$ cat config.mk
export PLATFORM = sky130hd
export DESIGN_NAME = rnd_chk_m
export DESIGN_NICKNAME = d
export VERILOG_FILES = /design/src/rtl/rnd_chk_m.sv
export SDC_FILE = /design/constraint.sdc
export NUM_CORES = 1
export LEC_CHECK = 0
export BUFFER_PORTS_ARGS = -buffer_cell sky130_fd_sc_hd__buf_2
export CAP_MARGIN = 10
export CORE_MARGIN = 1
export CORE_UTILIZATION = 49
export DETAILED_ROUTE_END_ITERATION = 12
export GPL_TIMING_DRIVEN = 0
export PLACE_DENSITY = 0.75
export SYNTH_ARGS = -nofsm -noshare
export SYNTH_HDL_FRONTEND = slang
export SYNTH_SLANG_ARGS = --single-unit
export TNS_END_PERCENT = 10
$ cat constraint.sdc
create_clock -name clk -period 2.3 [get_ports clk]
set_clock_uncertainty 0.05 [all_clocks]
set_input_delay 0.23 -clock clk [delete_from_list [all_inputs] [get_ports clk]]
set_output_delay 0.23 -clock clk [all_outputs]
set_load 0.01 [all_outputs]
$ cat src/rtl/rnd_chk_m.sv
// rnd_chk_m: self-synchronising LFSR sequence checker with lock tracking and error counting

// Polynomial descriptions shared with the generator so both link ends match.
package rndgen_pkg;
    typedef struct packed {
        logic [7:0]      TapeNum;
        logic [7:0][7:0] FB;
    } RndGenParams_t;

    localparam RndGenParams_t RndGen31 = '{TapeNum: 8'd31,
        FB: {8'd0, 8'd0, 8'd0, 8'd0, 8'd0, 8'd0, 8'd28, 8'd31}};
    localparam RndGenParams_t RndGen7 = '{TapeNum: 8'd7,
        FB: {8'd0, 8'd0, 8'd0, 8'd0, 8'd0, 8'd0, 8'd6, 8'd7}};
endpackage

module rnd_chk_m #(
    parameter rndgen_pkg::RndGenParams_t PARAMS = rndgen_pkg::RndGen31,
    parameter int LOCK_CNT = 64,
    parameter int LOSS_WIN = 256,
    parameter int LOSS_THR = 16,
    parameter int CNT_W    = 32
) (
    input  logic             clk,
    input  logic             rst_n,
    input  logic             in_valid,
    input  logic             din,
    input  logic             clr,
    output logic             locked,
    output logic             err,
    output logic [CNT_W-1:0] err_cnt
);
    localparam int N  = int'(PARAMS.TapeNum);
    localparam int FW = $clog2(N + 1);
    localparam int GW = $clog2(LOCK_CNT + 1);
    localparam int WW = $clog2(LOSS_WIN + 1);
    localparam int BW = $clog2(LOSS_THR + 1);

    typedef enum logic {HUNT, LOCKED} state_t;

    state_t         state, state_nxt;
    logic [1:N]     hist;
    logic [FW-1:0]  fill_cnt;
    logic [GW-1:0]  good_cnt;
    logic [WW-1:0]  win_cnt;
    logic [BW-1:0]  bad_cnt;
    logic [8:0]     ch;
    logic           pred, mis, is_lk, fill_done, lmis, hit_lock, hit_loss, win_wrap;

    // A tap counts only if no zero terminator precedes it in the list.
    function automatic bit tap_live(input int k);
        for (int j = 0; j <= k; j++)
            if (PARAMS.FB[j] == 8'd0) return 1'b0;
        return 1'b1;
    endfunction

    // XNOR feedback chain, same function as the generator.
    assign ch[0] = 1'b1;
    for (genvar i = 0; i < 8; i++) begin : g_tap
        localparam int T = int'(PARAMS.FB[i]);
        if (tap_live(i)) begin : g_on
            assign ch[i+1] = ch[i] ~^ hist[T];
        end else begin : g_off
            assign ch[i+1] = ch[i];
        end
    end

    assign pred      = ch[8];
    assign mis       = din != pred;
    assign is_lk     = state == LOCKED;
    assign fill_done = fill_cnt == FW'(N);
    assign lmis      = in_valid && is_lk && mis;
    assign hit_lock  = in_valid && !is_lk && fill_done && !mis && good_cnt == GW'(LOCK_CNT - 1);
    assign hit_loss  = lmis && bad_cnt == BW'(LOSS_THR - 1);
    assign win_wrap  = win_cnt == WW'(LOSS_WIN - 1);
    assign locked    = is_lk;

    // State register.
    always_ff @(posedge clk or negedge rst_n) begin
        if (!rst_n) state <= HUNT;
        else        state <= state_nxt;
    end

    // Lock acquisition after LOCK_CNT straight hits; loss after LOSS_THR misses in a window.
    always_comb begin
        state_nxt = state;
        state_nxt = is_lk ? (hit_loss ? HUNT : LOCKED) : (hit_lock ? LOCKED : HUNT);
    end

    // History, acquisition/loss counters, error pulse and saturating error count.
    always_ff @(posedge clk or negedge rst_n) begin
        if (!rst_n) begin
            hist     <= '0;
            fill_cnt <= '0;
            good_cnt <= '0;
            win_cnt  <= '0;
            bad_cnt  <= '0;
            err      <= 1'b0;
            err_cnt  <= '0;
        end else begin
            err <= lmis;
            if (clr)
                err_cnt <= CNT_W'(lmis);
            else if (lmis && !(&err_cnt))
                err_cnt <= err_cnt + 1'b1;
            if (in_valid) begin
                hist <= {is_lk ? pred : din, hist[1:N-1]};
                if (!is_lk) begin
                    if (!fill_done)
                        fill_cnt <= fill_cnt + 1'b1;
                    else
                        good_cnt <= mis ? '0 : good_cnt + 1'b1;
                end else if (hit_loss) begin
                    fill_cnt <= '0;
                    good_cnt <= '0;
                    win_cnt  <= '0;
                    bad_cnt  <= '0;
                end else begin
                    win_cnt <= win_wrap ? '0 : win_cnt + 1'b1;
                    bad_cnt <= win_wrap ? '0 : bad_cnt + BW'(mis);
                end
            end
        end
    end
endmodule

==> summary.json, run 1 <==
{
  "layout": {
    "syn2layout_area_growth_pct": 16.0,
    "design_area_final_um2": 5050,
    "drive_gt1_frac": 0.259,
    "most-common-layout-cells": "dfrtp_1 (88), buf_2 (38), mux2_2 (31)",
    "fill_cells": 732,
    "final_net_count": 481,
    "antenna_cells_inserted": 0,
    "final_common_cell": "dfrtp_1"
  },
  "sta": {
    "final.period_utilization": 1.01,
    "maxSlewViolCount": 0,
    "final-hold-violation-count": 0,
    "grt_setup_unrepaired": "yes",
    "whs_ns": 0.141,
    "setup_viol_count_final": 4,
    "slew_headroom": 0.647,
    "tightestPinTransition_ns": 0.527,
    "final_critical_path_setup_slack_ns": -0.0290,
    "setup_total_negative_slack_ns": -0.0506,
    "finalCriticalPeriod_ns": 2.33,
    "highest_achievable_clock_rate_ghz": 0.429
  },
  "drt": {
    "drt-wirelength-per-cell_um": 15.4,
    "vias": 3426,
    "routed_wl_um": 8990,
    "drc_errors": 0,
    "drt_pass1_iterations": 4,
    "number_of_drc_violations_after_detailed_routing_iteration_0": 181,
    "vias_per_cell": 5.89,
    "detail_route_antenna_nets": 0
  },
  "critical_path": {
    "timing.critical_path.fanout_max": 6,
    "worstPathCellList": "nand4_1 > buf_4 > nor4_2 > o211ai_1 > buf_4 > or4_1 > a21oi_1",
    "critPathCaptureType": "flip-flop",
    "cp.required_ns": 2.55,
    "timing.critical_path.mode_cell": "buf_4",
    "highest_delay_cell_along_the_critical_path": "dfrtp_1",
    "timing.setup.critical_path_class": "flip-flop to flip-flop",
    "timing.critical_path.from_type": "flip-flop",
    "timing.critical_path.arrival_ns": 2.57,
    "critical_path.max_stage_delay_ns": 0.45
  },
  "yosys": {
    "avg_synthesized_cell_area_um2": 10.7,
    "post_synth_mux_area_share": 0.0906,
    "synth_async_sr_flop_share": 1.00,
    "synth_fa_ha_area_frac": 0.0201,
    "synth.area.top_cells": "dfrtp_1 (52%), mux2_2 (8.0%), a21oi_1 (3.5%), or3_1 (2.9%), nand2_1 (2.3%)",
    "synth_simple_gate_area_frac": 0.185,
    "xor_xnor_portion_of_the_synthesized_cell_area": 0.0273,
    "synth_compound_area_frac": 0.122,
    "synth-edff-count": 0,
    "post-synth-top-area-cell": "dfrtp_1",
    "synth_ff_type": "dfrtp_1",
    "largest_family_of_logic_cells_by_synthesized_area": "simple AND/OR/NAND/NOR gates",
    "yosys_register_bits": 91,
    "synth_area_um2": 4350,
    "seq_area_frac_synth": 0.524,
    "synthDominantCellAreaShare": 0.524,
    "synth_warnings": 0,
    "synthesis.instances": 405,
    "synthesis.nets": 417,
    "post_synth_cell_types": 49
  },
  "die": {
    "ioPinCount": 39,
    "die_h_um": 96.2,
    "initial_util": 0.504,
    "chipWidth_um": 96.2,
    "fp.dieArea_um2": 9260,
    "core_um2": 8640,
    "num_rows": 34
  },
  "power": {
    "power_per_standard_cell_area_nw_per_um2": 724,
    "power_switching_share": 0.280,
    "total_leakage_power_uw": 0.00221,
    "power.switching_uw": 1020,
    "power.share.combinational": 0.161,
    "share_clk_of_total_power": 0.280,
    "vdd_drop_max_mv": 0.393,
    "power.internal_uw": 2630,
    "seq_power_share": 0.559
  },
  "clocking": {
    "number_of_buffers_created_by_cts": 9,
    "clock-sinks": 91,
    "tritoncts": "built",
    "htreeDepth": 3,
    "worst_setup_hold_path_clk_slew_ns": 0.09,
    "cts_root_buffer": "clkbuf_8",
    "cts_buffer_depth": 2,
    "clock_latency_ns": 0.37
  },
  "grt": {
    "grt_pass1_vias": 3268,
    "global_route.usage.total": 0.215,
    "grt_pass1_wl_um": 15000,
    "number_of_antenna_violations_at_the_first_check_in_global_routing": 0,
    "grt_overflow_total": 0,
    "maximum_number_of_pins_on_one_net_before_global_route_repair": 66
  },
  "placed_design": {
    "port_buffers": 36,
    "routability_congestion_estimate": 0.831,
    "placed_area_um2": 4690,
    "dp_hpwl_um": 6100
  },
  "worst_hold_path": {
    "holdCritPathClass": "primary input to flip-flop"
  },
  "outcome": {
    "status": "complete, but fails checks",
    "violated_checks": "negative setup slack"
  },
  "flow_run": {
    "max_cap_viol_count": 0
  }
}
==> repair_timing <==
action | 4_1_cts | 5_1_grt
pin swaps | 1 | 5
hold endpoints to repair | 26 | 0
setup buffers | 9 | 5
setup endpoints to repair | 32 | 38
resized for setup | 5 | 11
gates cloned | 0 | 1
hold buffers | 1 | 0
==> cells by family (layout without fill, tap and decap cells) <==
| logic type | count (synthesis) | count (layout) |
|---|---|---|
| AOI/OAI and AO/OA | 88 | 88 |
| xor gates and xnor gates | 12 | 12 |
| adders and majority gates | 7 | 7 |
| buffers and inverters | 24 | 93 |
| DFF | 91 | 91 |
| muxes | 35 | 35 |
| and+or+nand+nor | 148 | 148 |
==> worst max-delay path: cells and delay by family, from the launching register on <==
| kind | cells | cell delay, ns |
|---|---|---|
| compound gates | 2 | 0.41 |
| flops | 1 | 0.45 |
| buf+inv | 2 | 0.42 |
| simple gates | 3 | 0.92 |
==> cells in the mapped netlist (all sizes together) (4+ instances only) <==
master and n:
dfrtp 91, mux2 32, a21oi 31, o21ai 31
nand2 27, nor2 25, or3 20, nand3 19
nand4 14, o31ai 13, buf 11, or4 9
and3 8, xor2 8, clkbuf 7, ha 7
and2 6, inv 6, nor3 4
==> power by group through the flow <==
stage,combinational [uW],clock [uW],sequential [uW]
2_1_floorplan,454,0,2020
3_3_place_gp,533,0,2050
3_5_place_dp,581,0,2080
4_1_cts,587,1050,2040
5_1_grt,664,1130,2080
6_report,588,1020,2040
==> path summary, 6_finish.rpt <==
check,slack [ns],from,to,cells after the start
max in group asynchronous,1.29,rst_n,err_cnt[9],3
worst min-delay path,0.14,din,hist[1],3
worst max register to register,-0.03,err_cnt[10],err_cnt[30],7
worst min register to register,0.43,good_cnt[5],good_cnt[5],1
min in group asynchronous,0.27,rst_n,hist[6],2
worst max-delay path,-0.03,err_cnt[10],err_cnt[30],7
==> metal layers <==
metal / routed length [um] / share of wire / GRT usage
met1: 3930 / 0.44 / 0.267
met2: 4490 / 0.50 / 0.351
met3: 444 / 0.049 / 0.0632
met4: 127 / 0.014 / 0.0821
met5: 0 / 0 / 0
==> registers in the layout, summed over array words and instances, names as in the netlist <==
name      cells
err           1
hist         31
win_cnt       9
locked        1
good_cnt      7
err_cnt      32
fill_cnt      5
bad_cnt       5
==> cell type report <==
cell class | count | area (um^2) | area share
sequential | 91 | 2280 | 0.452
inverter | 6 | 22.5 | 0.00446
clock inverter | 6 | 48.8 | 0.00967
buffer | 18 | 120 | 0.0238
timing repair buffer | 53 | 330 | 0.0655
clock buffer | 10 | 138 | 0.0273
tap | 108 | 135 | 0.0268
multi-input combinational | 290 | 1970 | 0.391
==> through the flow <==
| step | setup WS, ns | utilization | instances | power [uW] |
|---|---|---|---|---|
| 3_5_place_dp | -0.306 | 0.544 | 550 | 2660 |
| 4_1_cts | 0.00611 | 0.575 | 576 | 3680 |
| 5_1_grt | -0.106 | 0.584 | 582 | 3870 |
| 2_1_floorplan | 0.0515 | - | 405 | 2480 |
| 3_3_place_gp | -0.214 | 0.540 | 549 | 2590 |
| 6_report | -0.0290 | 0.584 | 582 | 3650 |
(Power assumes the default switching activity.)
==> run 2: changes to the inputs <==
--- a/config.mk
+++ b/config.mk
@@ -8,10 +8,10 @@
 export BUFFER_PORTS_ARGS = -buffer_cell sky130_fd_sc_hd__buf_2
 export CAP_MARGIN = 10
 export CORE_MARGIN = 1
-export CORE_UTILIZATION = 49
+export CORE_UTILIZATION = 53
 export DETAILED_ROUTE_END_ITERATION = 12
 export GPL_TIMING_DRIVEN = 0
-export PLACE_DENSITY = 0.75
+export PLACE_DENSITY = 0.8
 export SYNTH_ARGS = -nofsm -noshare
 export SYNTH_HDL_FRONTEND = slang
 export SYNTH_SLANG_ARGS = --single-unit
==> run 2 against run 1 <==
Net effect: the flow now finishes without violations; sequential share of layout area increased by 0.18 points; largest cell class unchanged; combinational power shrank 4.3%; critical path depth is 1 higher; global-route usage rose by 1.8 points; critical endpoint is now err_cnt[1]; setup slack improved by 0.086 ns; hold slack improved by 0.028 ns; total power fell by 0.90%; first-iteration DRC count shrank 34%; die area down 7.4%; clock power barely moved; wire length is 2.0% higher; via count is 1.3% lower.
==> summary.json, run 2 (synthesized netlist as in run 1, its figures left out) <==
{
  "outcome": {
    "status": "complete, no violations"
  },
  "drt": {
    "vias_per_cell": 5.90,
    "drt_pass1_iterations": 5,
    "number_of_drc_violations_after_detailed_routing_iteration_0": 120,
    "detail_route_antenna_nets": 0,
    "routed_wl_um": 9170,
    "vias": 3382,
    "drt-wirelength-per-cell_um": 16.0,
    "drc_errors": 0
  },
  "grt": {
    "maximum_number_of_pins_on_one_net_before_global_route_repair": 65,
    "global_route.usage.met2": 0.406,
    "use_met3": 0.0640,
    "grt_pass1_vias": 3445,
    "number_of_antenna_violations_at_the_first_check_in_global_routing": 0,
    "grt_pass1_wl_um": 15700,
    "grt_busiest_layer": "met2",
    "grt_overflow_total": 0,
    "global_route.usage.total": 0.232,
    "globalRouteMet1Util": 0.278
  },
  "die": {
    "initial_util": 0.554,
    "chipWidth_um": 92.6,
    "core_um2": 7850,
    "num_rows": 32,
    "fp.dieArea_um2": 8570,
    "ioPinCount": 39,
    "die_h_um": 92.6
  },
  "layout": {
    "drive_gt1_frac": 0.255,
    "final_net_count": 478,
    "top_register_by_number_of_flip_flops": "err_cnt",
    "most-common-layout-cells": "dfrtp_1 (88), buf_2 (38), mux2_2 (31)",
    "syn2layout_area_growth_pct": 15.6,
    "largest_register_ff_count": 32,
    "area.sequential_um2": 2280,
    "final_common_cell": "dfrtp_1",
    "utilization": 0.640,
    "top_regs": "err_cnt: 32 flops, hist: 31 flops, win_cnt: 9 flops",
    "design_area_final_um2": 5030,
    "multi_input_comb_area_um2": 1970,
    "fill_cells": 664,
    "antenna_cells_inserted": 0
  },
  "critical_path": {
    "timing.critical_path.arrival_ns": 2.43,
    "cp.required_ns": 2.49,
    "reg2reg_depth": 8,
    "timing.setup.critical_path_class": "flip-flop to flip-flop",
    "timing.critical_path.from_type": "flip-flop",
    "critPathCaptureType": "flip-flop",
    "timing.critical_path.fanout_max": 10
  },
  "placed_design": {
    "routability_congestion_estimate": 0.824,
    "dp_hpwl_um": 6260,
    "placed_area_um2": 4690,
    "port_buffers": 36,
    "place_worst_setup_slack_ns": -0.297
  },
  "sta": {
    "grt_setup_unrepaired": "yes",
    "tightestPinTransition_ns": 0.537,
    "setup_viol_count_final": 0,
    "final_critical_path_setup_slack_ns": 0.0575,
    "final.period_utilization": 0.975,
    "slew_headroom": 0.642,
    "whs_ns": 0.169,
    "setup_total_negative_slack_ns": 0,
    "finalCriticalPeriod_ns": 2.24,
    "maxSlewViolCount": 0,
    "final-hold-violation-count": 0,
    "highest_achievable_clock_rate_ghz": 0.446
  },
  "clocking": {
    "cts_root_buffer": "clkbuf_8",
    "worst_setup_hold_path_clk_slew_ns": 0.10,
    "htreeDepth": 3,
    "tritoncts": "built",
    "cts_buffer_depth": 2,
    "number_of_buffers_created_by_cts": 9,
    "clock_latency_ns": 0.37,
    "clock-sinks": 91
  },
  "worst_hold_path": {
    "holdCritPathClass": "primary input to flip-flop",
    "worst_hold_path.num_cells": 3
  },
  "power": {
    "power_per_standard_cell_area_nw_per_um2": 721,
    "total_leakage_power_uw": 0.00222,
    "vdd_drop_max_mv": 0.332
  },
  "flow_run": {
    "max_cap_viol_count": 0
  }
}
[run 2: cell count changes in the layout (fill, tap and decap cells not counted), sizes merged]
cell,delta
clkbuf,-1
clkinv,-2
inv,+3
buf,-3
[run 2: layout make-up]
class,count,area share
timing repair buffer,50,0.0642
tap,102,0.0254
inverter,6,0.00448
clock inverter,7,0.0115
multi-input combinational,290,0.393
sequential,91,0.454
buffer,18,0.0234
clock buffer,9,0.0246
[run 2: where the power goes]
part / total [uW] / internal [uW] / switching, uW / leakage (uW)
clock network: 1020 / 408 / 608 / 0.0000833
registers: 2040 / 1880 / 167 / 0.00119
logic: 563 / 310 / 252 / 0.000940
[run 2: worst max-delay path: stages, from the launching register on]
cell     delay [ns]
dfrtp_2        0.41
ha_4           0.15
nand4_1        0.11
or4_4          0.52
o31ai_4        0.31
buf_6          0.17
buf_12         0.12
mux2i_2        0.21
nor2_1         0.06
[run 2: what timing repair did]
action	4_1_cts	5_1_grt
buffers inserted	12	0
hold buffers	1	0
setup endpoints to repair	30	35
hold endpoints to repair	27	0
resized for setup	4	10
pin swaps	2	3
[run 2: routing by layer]
metal | vias up | share of wire
met4 | 0 | 0.015
met1 | 1662 | 0.42
li1 | 1617 | -
met3 | 14 | 0.048
met5 | - | 0
met2 | 89 | 0.51
[run 2: per-stage QoR]
stage	power, uW	std cells
final	3620	573
after global routing	3840	573
after CTS	3670	573
after detailed placement	2660	544
after global placement	2590	543
after floorplan	2480	405
[run 2: path summary, 6_finish.rpt]
path | start | end | slack [ns]
min | din | hist[1] | 0.17
max reg2reg | err_cnt[0] | err_cnt[1] | 0.06
max in group asynchronous | rst_n | err_cnt[6] | 1.28
max | err_cnt[0] | err_cnt[1] | 0.06
min reg2reg | good_cnt[5] | good_cnt[5] | 0.46
min in group asynchronous | rst_n | hist[6] | 0.27
==> run 3: changes to the inputs <==
--- a/config.mk
+++ b/config.mk
@@ -5,10 +5,13 @@
 export SDC_FILE = /design/constraint.sdc
 export NUM_CORES = 1
 export LEC_CHECK = 0
+export ABC_AREA = 0
 export BUFFER_PORTS_ARGS = -buffer_cell sky130_fd_sc_hd__buf_2
 export CAP_MARGIN = 10
+export CELL_PAD_IN_SITES_DETAIL_PLACEMENT = 0
+export CELL_PAD_IN_SITES_GLOBAL_PLACEMENT = 1
 export CORE_MARGIN = 1
-export CORE_UTILIZATION = 53
+export CORE_UTILIZATION = 42
 export DETAILED_ROUTE_END_ITERATION = 12
 export GPL_TIMING_DRIVEN = 0
 export PLACE_DENSITY = 0.8
==> run 3 against run 2 <==
Net effect: critical path depth unchanged; hold slack got worse by 0.024 ns; clock power about the same; count of clock-buffer cells in the layout increased by 1; global-route usage decreased by 5.5 points; wire length decreased by 3.6%; critical endpoint unchanged; largest cell class unchanged.
==> summary.json, run 3 (synthesized netlist as in run 1, its figures left out) <==
{
  "grt": {
    "grt_pass1_wl_um": 15500,
    "global_route.usage.met2": 0.288,
    "globalRouteMet1Util": 0.236,
    "number_of_antenna_violations_at_the_first_check_in_global_routing": 0,
    "use_met3": 0.0378,
    "global_route.usage.total": 0.177,
    "grt_busiest_layer": "met2",
    "maximum_number_of_pins_on_one_net_before_global_route_repair": 61,
    "grt_overflow_total": 0,
    "grt_pass1_vias": 3182
  },
  "clocking": {
    "clock_latency_ns": 0.36,
    "htreeDepth": 3,
    "number_of_buffers_created_by_cts": 9,
    "cts_root_buffer": "clkbuf_8",
    "worst_setup_hold_path_clk_slew_ns": 0.09,
    "clock-sinks": 91,
    "cts_buffer_depth": 2,
    "tritoncts": "built"
  },
  "die": {
    "initial_util": 0.439,
    "ioPinCount": 39,
    "num_rows": 36,
    "chipWidth_um": 104,
    "fp.dieArea_um2": 10800,
    "die_h_um": 104,
    "core_um2": 9910
  },
  "critical_path": {
    "timing.critical_path.fanout_max": 10,
    "cp.required_ns": 2.48,
    "setup.reg_to_reg.worst_slack_ns": 0.10,
    "highest_delay_cell_along_the_critical_path": "or4_4",
    "r2r_end": "err_cnt[1]",
    "timing.critical_path.from_type": "flip-flop",
    "timing.critical_path.arrival_ns": 2.37,
    "reg2reg_depth": 8,
    "critPathCaptureType": "flip-flop",
    "crit-reg2reg-launch": "err_cnt[0]",
    "worstPathCellList": "ha_4 > nand4_1 > or4_4 > o31ai_4 > buf_6 > buf_12 > mux2i_1 > nor2_1",
    "timing.setup.critical_path_class": "flip-flop to flip-flop",
    "critical_path.max_stage_delay_ns": 0.53
  },
  "power": {
    "total_leakage_power_uw": 0.00223,
    "power_per_standard_cell_area_nw_per_um2": 707,
    "vdd_drop_max_mv": 0.332
  },
  "layout": {
    "finish.cell_count_without_fillers": 604,
    "most-common-layout-cells": "dfrtp_1 (89), buf_2 (37), mux2_2 (31)",
    "top_regs": "err_cnt: 32 flops, hist: 31 flops, win_cnt: 9 flops",
    "top_register_by_number_of_flip_flops": "err_cnt",
    "drive_gt1_frac": 0.253,
    "largest_register_ff_count": 32,
    "final_common_cell": "dfrtp_1",
    "syn2layout_area_growth_pct": 16.4,
    "antenna_cells_inserted": 0,
    "final_net_count": 478
  },
  "placed_design": {
    "numPlacedInstances": 575,
    "dp_hpwl_um": 6070,
    "port_buffers": 36,
    "routability_congestion_estimate": 0.813
  },
  "drt": {
    "number_of_drc_violations_after_detailed_routing_iteration_0": 118,
    "routed_wl_um": 8840,
    "drt-wirelength-per-cell_um": 14.6,
    "drc_errors": 0,
    "drt_pass1_iterations": 4,
    "detail_route_antenna_nets": 0,
    "vias": 3346,
    "vias_per_cell": 5.54
  },
  "worst_hold_path": {
    "worst_hold_path.num_cells": 3,
    "hold-path-endpoint": "hist[1]",
    "holdCritPathClass": "primary input to flip-flop",
    "hold_start": "din"
  },
  "sta": {
    "slew_headroom": 0.633,
    "tightestPinTransition_ns": 0.549,
    "highest_achievable_clock_rate_ghz": 0.455,
    "maxSlewViolCount": 0,
    "whs_ns": 0.144,
    "grt_setup_unrepaired": "yes",
    "finalCriticalPeriod_ns": 2.20,
    "setup_viol_count_final": 0,
    "final.period_utilization": 0.955,
    "final-hold-violation-count": 0
  },
  "flow_run": {
    "max_cap_viol_count": 0
  },
  "outcome": {
    "status": "complete, no violations"
  }
}
## run 3: routing by layer
layer,vias to the layer above,wire length (um)
li1,1612,-
met1,1657,4140
met2,66,4210
met3,11,360
met4,0,136
met5,-,0
## run 3: worst max path at each step
stage	cells past startpoint	endpoint	slack, ns	from
2_1_floorplan	8	err_cnt[1]	0.05	err_cnt[0]
3_3_place_gp	8	err_cnt[1]	-0.28	err_cnt[0]
3_5_place_dp	8	err_cnt[1]	-0.32	err_cnt[0]
4_1_cts	7	err_cnt[1]	-0.003	err_cnt[10]
5_1_grt	6	err_cnt[31]	-0.03	err_cnt[10]
6_report	8	err_cnt[1]	0.10	err_cnt[0]
## run 3: worst max-delay path: cells and delay by family, from the launching register on
kind | cells | cell delay, ns
AO/OA/AOI/OAI | 1 | 0.28
AND/OR/NAND/NOR | 3 | 0.72
buffers and inverters | 2 | 0.29
multiplexers | 1 | 0.18
adder cells (fa/ha/maj) | 1 | 0.15
flip-flops | 1 | 0.40
## run 3: metrics by stage
step / util / setup TNS [ns] / power (uW) / setup slack, ns / cell area [um^2]
after global routing: 0.511 / -0.0599 / 3820 / -0.0338 / 5060
after detailed placement: 0.477 / -5.51 / 2650 / -0.324 / 4730
after global placement: 0.474 / -4.38 / 2600 / -0.281 / 4700
after CTS: 0.505 / -0.00316 / 3660 / -0.00316 / 5010
after floorplan: - / 0 / 2480 / 0.0515 / 4350
final: 0.511 / 0 / 3580 / 0.104 / 5060
## run 3: timing repair
action | 4_1_cts | 5_1_grt
setup buffers | 10 | 2
pin swaps | 2 | 3
endpoints found under the setup margin | 32 | 36
gates resized for setup | 5 | 8
hold endpoints to repair | 31 | 0
hold buffers | 1 | 0
gates cloned | 0 | 0
## run 3: layout make-up
class                   count  area (um^2)
fillers                   929         4850
well taps                 133          166
clock buffers              10          128
flip-flops and latches     91         2280
repair buffers             50          323
multi-input cells         290         1980
clock inverters             6         47.5
plain buffers              18          118
inverters                   6         22.5
## run 3: where the power goes
| part | internal, uW | switching, uW |
|---|---|---|
| sequential | 1880 | 161 |
| combinational | 309 | 248 |
| clock | 403 | 584 |
| total | 2590 | 992 |
